## src/rtl/ldpc_3gpp_enc_types.sv

```systemverilog
// Types shared across the 3GPP LDPC encoder blocks.
package ldpc_3gpp_enc_types;

    localparam int cHB_W = 9;

    // Circular-shift value of one base-graph entry
    typedef logic [cHB_W-1:0] mm_hb_value_t;

    // B-column shift values for the three p2 parity rows
    typedef mm_hb_value_t [2:0] hb_row_t;

    // Read strobes: start/end of frame, start/end of row (packet)
    typedef struct packed {
        logic sof;
        logic sop;
        logic eop;
        logic eof;
    } strb_t;

endpackage

```

## src/rtl/ldpc_3gpp_enc_rowword_cnt.sv

```systemverilog
// Row (0..2) and word (0..N-1) position of the next p2 read, plus strobe decode.
module ldpc_3gpp_enc_rowword_cnt #(
    parameter int pADDR_W = 8
) (
    input  logic               iclk,
    input  logic               ireset,
    input  logic               iclkena,
    input  logic               iclr,
    input  logic               iadv,
    input  logic [pADDR_W-1:0] iword_last,
    output logic [1:0]         orow,
    output logic [pADDR_W-1:0] oword,
    output logic               osop,
    output logic               oeop,
    output logic               osof,
    output logic               oeof
);

    // Advance one word per read; wrap the word at row end and the row after row 2
    always_ff @(posedge iclk) begin
        if (ireset) begin
            orow  <= '0;
            oword <= '0;
        end else if (iclkena) begin
            if (iclr) begin
                orow  <= '0;
                oword <= '0;
            end else if (iadv) begin
                if (oeop) begin
                    oword <= '0;
                    orow  <= (orow == 2'd2) ? 2'd0 : orow + 2'd1;
                end else begin
                    oword <= oword + 1'b1;
                end
            end
        end
    end

    assign osop = (oword == '0);
    assign oeop = (oword == iword_last);
    assign osof = osop & (orow == 2'd0);
    assign oeof = oeop & (orow == 2'd2);

endmodule

```

## src/rtl/ldpc_3gpp_enc_p2_ctrl.sv

```systemverilog
// p2 stage read sequencer: waits for A*u' and p1 sources, walks 3 rows word by
// word gated per row by output-buffer space, drains the p2 pipe, pulses done.
import ldpc_3gpp_enc_types::*;

module ldpc_3gpp_enc_p2_ctrl #(
    parameter int pADDR_W = 8,
    parameter int pHB_W   = 9,
    parameter int pPIPE   = 0
) (
    input  logic                   iclk,
    input  logic                   ireset,
    input  logic                   iclkena,
    input  logic                   istart,
    input  logic [pADDR_W-1:0]     iword_num,
    input  logic [2:0][pHB_W-1:0]  ihb,
    input  logic                   iau_rdy,
    input  logic                   ip1_rdy,
    input  logic                   iobuf_rdy,
    output logic                   oread,
    output logic                   orstart,
    output logic                   orval,
    output strb_t                  orstrb,
    output logic [1:0]             orrow,
    output logic [2:0][pHB_W-1:0]  orHb,
    output logic                   obusy,
    output logic                   odone
);

    // read alignment (3+pPIPE) plus two output registers
    localparam int cDRAIN   = 5 + pPIPE;
    localparam int cDRAIN_W = $clog2(cDRAIN + 1);

    typedef enum logic [2:0] {
        IDLE, WAIT_SRC, WAIT_OBUF, READ, DRAIN, DONE
    } state_t;

    state_t               state;
    logic [pADDR_W-1:0]   word_last;
    logic [cDRAIN_W-1:0]  drain_cnt;
    logic                 accept;
    logic                 emit;
    logic [1:0]           cnt_row;
    logic [pADDR_W-1:0]   cnt_word;
    logic                 cnt_sop, cnt_eop, cnt_sof, cnt_eof;

    ldpc_3gpp_enc_rowword_cnt #(.pADDR_W(pADDR_W)) u_cnt (
        .iclk       (iclk),
        .ireset     (ireset),
        .iclkena    (iclkena),
        .iclr       (accept),
        .iadv       (emit),
        .iword_last (word_last),
        .orow       (cnt_row),
        .oword      (cnt_word),
        .osop       (cnt_sop),
        .oeop       (cnt_eop),
        .osof       (cnt_sof),
        .oeof       (cnt_eof)
    );

    // Decide whether the next cycle carries a read word; READ falls through to
    // the next row without a gap when the output buffer is already ready
    always_comb begin
        accept = 1'b0;
        emit   = 1'b0;
        case (state)
            IDLE, DONE: accept = istart;
            WAIT_SRC:   emit   = iau_rdy & ip1_rdy & iobuf_rdy;
            WAIT_OBUF:  emit   = iobuf_rdy;
            READ:       emit   = ~orstrb.eop | ((orrow != 2'd2) & iobuf_rdy);
            default:    emit   = 1'b0;
        endcase
    end

    // Frame FSM with registered read-port and status outputs
    always_ff @(posedge iclk) begin
        if (ireset) begin
            state     <= IDLE;
            word_last <= '0;
            drain_cnt <= '0;
            oread     <= 1'b0;
            orstart   <= 1'b0;
            orstrb    <= '0;
            orrow     <= '0;
            orHb      <= '0;
            obusy     <= 1'b0;
            odone     <= 1'b0;
        end else if (iclkena) begin
            oread   <= emit;
            orstart <= emit & cnt_sop;
            orstrb  <= emit ? strb_t'{cnt_sof, cnt_sop, cnt_eop, cnt_eof} : '0;
            if (emit)
                orrow <= cnt_row;
            odone <= 1'b0;
            if (accept) begin
                word_last <= (iword_num == '0) ? '0 : iword_num - 1'b1;
                orHb      <= ihb;
                obusy     <= 1'b1;
                state     <= WAIT_SRC;
            end else begin
                case (state)
                    WAIT_SRC: begin
                        if (iau_rdy & ip1_rdy)
                            state <= iobuf_rdy ? READ : WAIT_OBUF;
                    end
                    WAIT_OBUF: begin
                        if (iobuf_rdy)
                            state <= READ;
                    end
                    READ: begin
                        if (orstrb.eop) begin
                            if (orrow == 2'd2) begin
                                state     <= DRAIN;
                                drain_cnt <= '0;
                            end else if (!iobuf_rdy) begin
                                state <= WAIT_OBUF;
                            end
                        end
                    end
                    DRAIN: begin
                        if (drain_cnt == cDRAIN_W'(cDRAIN - 1)) begin
                            state <= DONE;
                            odone <= 1'b1;
                        end else begin
                            drain_cnt <= drain_cnt + 1'b1;
                        end
                    end
                    DONE: begin
                        state <= IDLE;
                        obusy <= 1'b0;
                    end
                    default: state <= IDLE;
                endcase
            end
        end
    end

    assign orval = oread;

endmodule

```

## config.mk

```make
export PLATFORM = sky130hd
export DESIGN_NAME = ldpc_3gpp_enc_p2_ctrl
export DESIGN_NICKNAME = d
export VERILOG_FILES = /design/src/rtl/ldpc_3gpp_enc_types.sv /design/src/rtl/ldpc_3gpp_enc_rowword_cnt.sv /design/src/rtl/ldpc_3gpp_enc_p2_ctrl.sv
export SDC_FILE = /design/constraint.sdc
export NUM_CORES = 1
export LEC_CHECK = 0
export ABC_AREA = 1
export ABC_CLOCK_PERIOD_IN_PS = 2200
export CORE_MARGIN = 2
export CORE_UTILIZATION = 40
export DETAILED_ROUTE_END_ITERATION = 12
export PLACE_DENSITY_LB_ADDON = 0.05
export SYNTH_ARGS = -nofsm -noshare
export SYNTH_HDL_FRONTEND = slang
export SYNTH_SLANG_ARGS = --single-unit
```

## constraint.sdc

```tcl
create_clock -name iclk -period 2.2 [get_ports iclk]
set_input_delay 0.66 -clock iclk [delete_from_list [all_inputs] [get_ports iclk]]
set_output_delay 0.66 -clock iclk [all_outputs]
set_load 0.03 [all_outputs]
```

======== After elaboration in Yosys (flattened, before gate mapping) ========
Index checks and enable logic that the tools add are counted.
word-level totals
  input bits .............................. 42
  logic and storage cells ................. 93
  output and inout port bits .............. 38
  bits in registers ....................... 61
cells by class
  reduce and logical (&&, ||, !) cells .... 16
  add/subtract/negate cells ............... 4
  bitwise operators ....................... 9
  equality and inequality tests ........... 18
  muxes and demuxes ....................... 29
operators by type and width
  kind                                                 number
  two-way mux 8 bit                                    4
  two-way mux 3 bit                                    10
  zero test 8 bit                                      2
  != test 3 bit, second input constant                 4
  one-hot mux 3 bit (4 select lines)                   1
  AND reduction 6 bit                                  2
  equality test 3 bit, second input constant           3
  adder 8 x 1 -> 8 bit, second input constant          1
  equality test 8 bit                                  1
  two-way mux 2 bit                                    4
  != test 2 bit, second input constant                 4
  AND reduction 2 bit                                  4
  nonzero test 2 bit                                   4
  subtractor 8 x 1 -> 8 bit, second input constant     1
  two-way mux 1 bit                                    7
  AND 1 bit                                            6
  equality test 3 x 2 -> 1 bit, second input constant  2
  one-hot mux 3 bit (2 select lines)                   1
  equality test 2 bit, second input constant           2
  two-way mux 4 bit                                    1
  != test 4 bit, second input constant                 1
  adder 3 x 1 -> 3 bit, second input constant          1
  equality test 3 x 1 -> 1 bit, second input constant  1
  zero test 3 bit                                      1
  7 further kinds                                      8

======== Logic depth before layout (Yosys ltp) ========
Gate-level depths: netlist (run 1).
  depth after elaboration ................. 6
  depth in mapped cells ................... 12
  gate-level depth less buffers ........... 12

======== Cells and area by module ========
Synthesis (run 1) repeated with hierarchy kept, for this count alone.
second synthesis, totals
  cell total of the unflattened synthesis .. 437
  area, all modules ....................... 2,975.4 um2
modules (own cells, without submodules)
  module                     cells an instance  seq. area each (um2)  instances  area an instance (um2)
  ldpc_3gpp_enc_p2_ctrl      328                1,001.0               1          2,294.7
  ldpc_3gpp_enc_rowword_cnt  109                200.2                 1          680.7

======== Worst setup path before layout (run 1) ========
No wires, ideal clock.
  path kind ............................... reg-to-reg
  start point ............................. register orrow[1]
  end point ............................... register u_cnt.oword[1]
  slack ................................... 0.624 ns
  buffers on the path ..................... 1
  setup time .............................. 0.118 ns
  data required time ...................... 2.082 ns
  clock period less this slack ............ 1.576 ns
  cell stages (with the launch flop) ...... 11
  data arrival time ....................... 1.458 ns
  path through ............................ dfxtp_1 nand2_1 nand2_1 nand2_1 nand2_1 nand3_4 nand2_4 nand2_4 buf_12 o21ai_1 nor2_1
on the way
  cells in the longest elaborated chain, start to end .. 6
ends and longest elaborated chain
  element                             line                             source
  from (decl)                         ldpc_3gpp_enc_p2_ctrl.sv:23      output logic [1:0] orrow,
  from (signal assigned)              ldpc_3gpp_enc_p2_ctrl.sv:93      orrow <= cnt_row;
  != test 2 bit                       ldpc_3gpp_enc_p2_ctrl.sv:70      READ: emit = ~orstrb.eop | ((orrow != 2'd2) & iobuf_rdy);
  AND 1 bit                           ldpc_3gpp_enc_p2_ctrl.sv:70
  bitwise OR 1 bit                    ldpc_3gpp_enc_p2_ctrl.sv:70
  one-hot mux 1 bit (3 select lines)  ldpc_3gpp_enc_p2_ctrl.sv:66      case (state)
  nonzero test 2 bit (no line)        n/a
  AND reduction 2 bit (no line)       n/a
  to (signal assigned)                ldpc_3gpp_enc_rowword_cnt.sv:33  oword <= oword + 1'b1;
  to (decl)                           ldpc_3gpp_enc_rowword_cnt.sv:12  output logic [pADDR_W-1:0] oword,
Every way passes these cells.
A chain may end at the register's enable or synchronous reset.

======== Worst setup path after layout (run 1) ========
  start point ............................. register orstrb[1] (netlist bit)
  end point ............................... output port orstrb[1] (netlist bit)
RTL lines
  element                 line                         source
  from (decl)             ldpc_3gpp_enc_p2_ctrl.sv:22  output strb_t orstrb,
  from (signal assigned)  ldpc_3gpp_enc_p2_ctrl.sv:91  orstrb <= emit ? strb_t'{cnt_sof, cnt_sop, cnt_eop, cnt_eof} : '0;
No word-level cell between the ends.

==> results of run 1 <==
## flip-flops by register name, summed over array words and instances (netlist names)
register / flops
u_cnt.oword: 8
u_cnt.orow: 2
oread: 1
orrow: 2
odone: 1
drain_cnt: 3
orstrb: 3
orHb: 27
state: 3
obusy: 1
word_last: 8
orstart: 1
## how the worst max path moves through the flow
stage | start | to | slack, ns
floorplan | orrow[1]$_SDFFE_PP0P_ | u_cnt.oword[1]$_SDFFE_PP0P_ | 0.62
global placement | istart | orHb[20]$_SDFFE_PP0P_ | 0.07
detailed placement | istart | orHb[17]$_SDFFE_PP0P_ | 0.03
CTS | orstrb[1]$_SDFFE_PP0P_ | orstrb[1] | 0.09
global route | orstrb[1]$_SDFFE_PP0P_ | orstrb[1] | 0.08
finish | orstrb[1]$_SDFFE_PP0P_ | orstrb[1] | 0.12
## synth_stat cells (all sizes together)
library cell  number
xnor2              9
ha                 6
nand2             87
inv               39
nand3             23
a211oi             1
a21oi             19
nor4               1
xor2               4
nand3b             1
o21ai             38
clkbuf             4
nor2              92
nor3               7
a31oi              1
nand4              2
a21boi             1
buf               12
dfxtp             60
o31ai              1
## power breakdown
part,leakage [nW],switching [mW],internal (mW),total [mW]
Clock,0.109,0.445,0.633,1.08
Sequential,0.490,0.0609,1.17,1.23
Combinational,1.11,0.427,0.337,0.764
Total,1.71,0.932,2.14,3.07
## through the flow
step           hold WS (ns)  power (mW)  setup slack, ns
2_1_floorplan         0.456        1.74            0.624
3_3_place_gp          0.462        2.02           0.0667
3_5_place_dp          0.466        2.03           0.0283
4_1_cts               0.481        3.13           0.0905
5_1_grt               0.500        3.25           0.0836
6_report              0.479        3.07            0.121
## final cells by class
| type | count | area share [%] |
|---|---|---|
| Clock buffer | 9 | 3.04 |
| Clock inverter | 7 | 2.24 |
| Sequential cell | 60 | 29.5 |
| Inverter | 39 | 3.59 |
| Tap cell | 99 | 3.04 |
| Multi-Input combinational cell | 293 | 35.8 |
| Timing Repair Buffer | 94 | 22.8 |
## cells by family after synthesis
kind of cell	count (synthesis)	synth area share [%]
and+or+nand+nor	213	31.4
AOI/OAI and AO/OA	61	11.8
DFF	60	40.9
buffers and inverters	55	9.46
xor gates and xnor gates	13	3.88
adders and majority gates	6	2.56
## per-layer routing
metal	vias up	share of wire [%]	global-route usage, %	wire length [um]
li1	1464	-	-	-
met1	1181	47	21.8	3160
met2	82	44	27.4	2990
met3	9	7.9	3.75	533
met4	0	1.4	7.73	94
met5	-	0	0	0
## cell usage in the layout, fill, tap and decap left out, types with 3 or more instances in the layout
cell type	instances
a21oi_1	17
nand3_1	21
nand2_1	81
xor2_1	4
nor2_1	91
inv_1	37
o21ai_1	18
clkinv_2	3
buf_4	13
ha_1	6
xnor2_1	9
clkdlybuf4s50_1	79
nor3_1	5
dfxtp_1	60
clkbuf_8	9
o21ai_0	18
nand2_4	4
==> impl_metrics.yaml, run 1 <==
critical_path:
  reg2reg_depth: 6
  slowest_delay_ns: 0.69
  reg2reg_setup_slack_ns: 0.60
  critical_path_class: "flop to primary output"
  worstPathCellList: "clkdlybuf4s50_1"
  critPathArrivalTime_ns: 1.42
  rr_endpoint: "orHb[17]$_SDFFE_PP0P_"
  cp.required_ns: 1.54
  timing.rr.start: "state[0]$_SDFFE_PP0P_"
  cp.depth: 1
  worstPathMaxFanout: 4
  path_buf_inv: 1
  slowest_stage: "clkdlybuf4s50_1"
  worstSetupEndpointType: "primary output"
  start_kind: "flop"
  critPathTopFamily: "buffers and inverters"
route:
  first_pass_iters: 4
  wl_um: 6780
  wl_per_cell_um: 11.3
  postRouteAntennaNets: 0
  drt_iter0_markers: 125
  vias: 2736
  drc: 0
  vias_per_cell: 4.55
synthesis:
  synth_area_leaders: "dfxtp_1 (41%), nor2_1 (12%), nand2_1 (10%), inv_1 (4.7%), nand3_1 (3.6%)"
  synth_top_area_share_pct: 40.9
  ys_ff_latch: 60
  synth.avg_cell_area_sq_um: 7.20
  synth_cell_types: 32
  yosysSeqAreaShare_pct: 40.9
  synth_nets: 456
  syn_area_sq_um: 2940
  yosys_warnings: 0
  synth.largest_area_cell: "dfxtp_1"
  synthCells: 408
timing:
  rsz0062_at_grt: "no"
  max_clock_freq_mhz: 481
  fin_crit_sh_pct: 94.5
  skew_ns: 0.00899
  max_slew.worst_pin.slew_ns: 0.447
  final_hold_viol_count: 0
  fin_crit_ns: 2.08
  setup_viol: 0
  tns_ns: 0
  slew_viol_final: 0
  relSlewSlack_pct: 69.9
layout:
  nFillCells: 730
  fin_util_pct: 56.8
  final_cell_count_no_fill: 601
  areaGrowthSynthToFinish_pct: 38.7
  drive_above_1_share_pct: 9.96
  antenna_cells: 0
  multi_input_area_sq_um: 1460
  register_area_sq_um: 1200
  fin_nets: 545
  final_cell_area_sq_um: 4070
global_routing:
  overflow: 0
  grt_start_max_net_pins: 28
  grt_pass1_vias: 2375
  grt_usage_pct: 17.0
  grt_pass1_wl_um: 10500
  antenna_found_initial: 0
placement:
  port_buffers: 79
  gp_congestion: 0.874
  place_area_sq_um: 3860
  dp_hpwl_um: 5090
  dp_cells: 585
clock_tree:
  clock_latency_ns: 0.34
  root_buffer: "clkbuf_8"
  cts_buffers: 9
  numClockSinks: 60
  clk_pin_slew_ns: 0.07
  cts_resized: 0
  cts_hold_buffers: 0
  clock_path_buffers: 2
  cts_max_level: 3
  cts_tree: "done"
  cts_setup_buffers: 0
hold_path:
  min_path_type: "flop to flop"
  hold_start: "word_last[4]$_SDFFE_PP0P_"
  holdPathEnd: "word_last[4]$_SDFFE_PP0P_"
  min_delay_path_depth: 2
floorplan:
  core_area_sq_um: 7180
  fp.dieW_um: 89.7
  rows: 31
  die_area_sq_um: 8040
  die_h_um: 89.7
  ios: 80
  initial_core_util_pct: 40.9
power_and_ir_drop:
  powerDensity_nw_per_um2: 755
  p_leak_nw: 1.71
  vdd_drop_max_mv: 0.322
job:
  cap_violations: 0
status:
  status: "completed"
Power figures use the tool's default switching activity.
==> run 2, diff against run 1 <==
--- a/config.mk
+++ b/config.mk
@@ -6,7 +6,7 @@
 export NUM_CORES = 1
 export LEC_CHECK = 0
 export ABC_AREA = 1
-export ABC_CLOCK_PERIOD_IN_PS = 2200
+export ABC_CLOCK_PERIOD_IN_PS = 1660
 export CORE_MARGIN = 2
 export CORE_UTILIZATION = 40
 export DETAILED_ROUTE_END_ITERATION = 12
==> constraint.sdc (replaced) <==
create_clock -name iclk -period 1.66 [get_ports iclk]
set_input_delay 0.498 -clock iclk [delete_from_list [all_inputs] [get_ports iclk]]
set_output_delay 0.498 -clock iclk [all_outputs]
set_load 0.03 [all_outputs]
==> impl_metrics.yaml, run 2 (same netlist as run 1, synthesis figures left out) <==
clock_tree:
  cts_buffers: 9
  numClockSinks: 60
  clock_path_buffers: 2
  cts_hold_buffers: 0
  cts_max_level: 3
  cts_tree: "done"
  root_buffer: "clkbuf_8"
  clk_pin_slew_ns: 0.07
  clock_latency_ns: 0.33
global_routing:
  overflow: 0
  grt_start_max_net_pins: 28
  grt_pass1_vias: 2539
  grt_usage_pct: 17.6
  grt_pass1_wl_um: 11000
  antenna_found_initial: 0
route:
  vias: 2825
  wl_um: 6860
  wl_per_cell_um: 11.0
  drt_iter0_markers: 134
  vias_per_cell: 4.53
  drc: 0
  postRouteAntennaNets: 0
  first_pass_iters: 4
layout:
  fin_util_pct: 59.7
  nFillCells: 684
  fin_nets: 567
  final_cell_count_no_fill: 623
  largest_register_ffs: 27
  final_cell_area_sq_um: 4280
  mostFrequentLayoutCell: "nor2_1"
  largest-register: "orHb"
  final_cell_mix: "nor2_1 (89), nand2_1 (78), dfxtp_1 (57)"
  antenna_cells: 0
  areaGrowthSynthToFinish_pct: 45.9
  drive_above_1_share_pct: 15.5
  top_regs: "orHb: 27 flops, u_cnt.oword: 8 flops, word_last: 8 flops"
power_and_ir_drop:
  p_seq_share_pct: 39.4
  p_int_mw: 2.90
  power_mw: 4.14
  switchingPower_mw: 1.25
  power_frac_comb_pct: 25.2
  clock_power_share_pct: 35.5
  powerDensity_nw_per_um2: 967
  p_leak_nw: 2.05
  swShare_pct: 30.1
  vdd_drop_max_mv: 0.484
timing:
  setup_viol: 0
  max_clock_freq_mhz: 625
  final_hold_viol_count: 0
  slew_viol_final: 0
  skew_ns: 0.00929
  fin_crit_ns: 1.60
  rsz0062_at_grt: "no"
  fin_crit_sh_pct: 96.4
  relSlewSlack_pct: 76.5
  max_slew.worst_pin.slew_ns: 0.350
critical_path:
  critPathArrivalTime_ns: 1.10
  worstSetupEndpointType: "primary output"
  worstPathCellList: "clkdlybuf4s15_1"
  slowest_delay_ns: 0.39
  cp.required_ns: 1.16
  worstPathMaxFanout: 4
  critPathTopFamily: "flip-flops"
  slowest_stage: "dfxtp_1"
  critical_path_class: "flop to primary output"
  path_buf_inv: 1
  start_kind: "flop"
status:
  status: "completed"
floorplan:
  ios: 80
  rows: 31
  die_area_sq_um: 8040
  initial_core_util_pct: 40.9
  fp.dieW_um: 89.7
  die_h_um: 89.7
  core_area_sq_um: 7180
placement:
  dp_hpwl_um: 5120
  place_area_sq_um: 4020
  port_buffers: 79
  gp_congestion: 0.870
  dp_cells: 605
job:
  cap_violations: 0
hold_path:
  min_path_type: "flop to flop"
==> run 2: cell count changes in the layout (fill, tap and decap cells not counted), sizes merged <==
cell	before	now
dlygate4sd2	0	37
clkinv	4	1
clkdlybuf4s15	0	1
buf	15	36
dlymetal6s2s	0	6
clkbuf	9	11
clkdlybuf4s50	79	35
clkinvlp	1	3
==> run 2: power by group through the flow <==
stage          clock network (mW)  registers (mW)  logic (mW)
2_1_floorplan                   0            1.80       0.505
3_3_place_gp                    0            1.66        1.06
3_5_place_dp                    0            1.67        1.07
4_1_cts                      1.50            1.63        1.02
5_1_grt                      1.58            1.65        1.15
6_report                     1.47            1.63        1.04
==> run 2: final timing paths <==
path / startpoint / endpoint / slack [ns] / cells past startpoint
max: orstrb[1]$_SDFFE_PP0P_ / orstrb[1] / 0.06 / 1
min: orHb[8]$_SDFFE_PP0P_ / orHb[8]$_SDFFE_PP0P_ / 0.48 / 2
max reg2reg: state[1]$_SDFFE_PP0P_ / u_cnt.oword[1]$_SDFFE_PP0P_ / 0.17 / 9
min reg2reg: orHb[8]$_SDFFE_PP0P_ / orHb[8]$_SDFFE_PP0P_ / 0.48 / 2
==> run 2: metrics by stage <==
| stage | setup slack, ns | setup TNS (ns) | hold WS, ns |
|---|---|---|---|
| 2_1_floorplan | 0.0836 | 0 | 0.456 |
| 3_3_place_gp | -0.323 | -14.17 | 0.461 |
| 3_5_place_dp | -0.349 | -15.61 | 0.460 |
| 4_1_cts | 0.000729 | 0 | 0.476 |
| 5_1_grt | 0.00321 | 0 | 0.500 |
| 6_report | 0.0592 | 0 | 0.475 |
==> run 2: layer usage <==
metal | vias to the layer above | GRT usage [%] | share of wire, %
met2 | 71 | 28.9 | 46
met5 | - | 0 | 0
met3 | 6 | 3.93 | 6.1
li1 | 1511 | - | -
met4 | 0 | 7.33 | 1.1
met1 | 1237 | 22.2 | 47
==> run 2: layout make-up <==
| type | count | area [sq um] | area share, % |
|---|---|---|---|
| Clock inverter | 6 | 87.6 | 2.04 |
| Multi-Input combinational cell | 293 | 1490 | 34.7 |
| Sequential cell | 60 | 1200 | 28.1 |
| Clock buffer | 10 | 138 | 3.21 |
| Tap cell | 99 | 124 | 2.89 |
| Timing Repair Buffer | 116 | 1100 | 25.6 |
| Inverter | 39 | 146 | 3.42 |
==> run 2: timing repair <==
item | CTS | global route
resized for setup | 38 | 19
pin swaps | 0 | 6
cloned | 0 | 1
setup endpoints to repair | 38 | 37
buffers inserted | 0 | 1
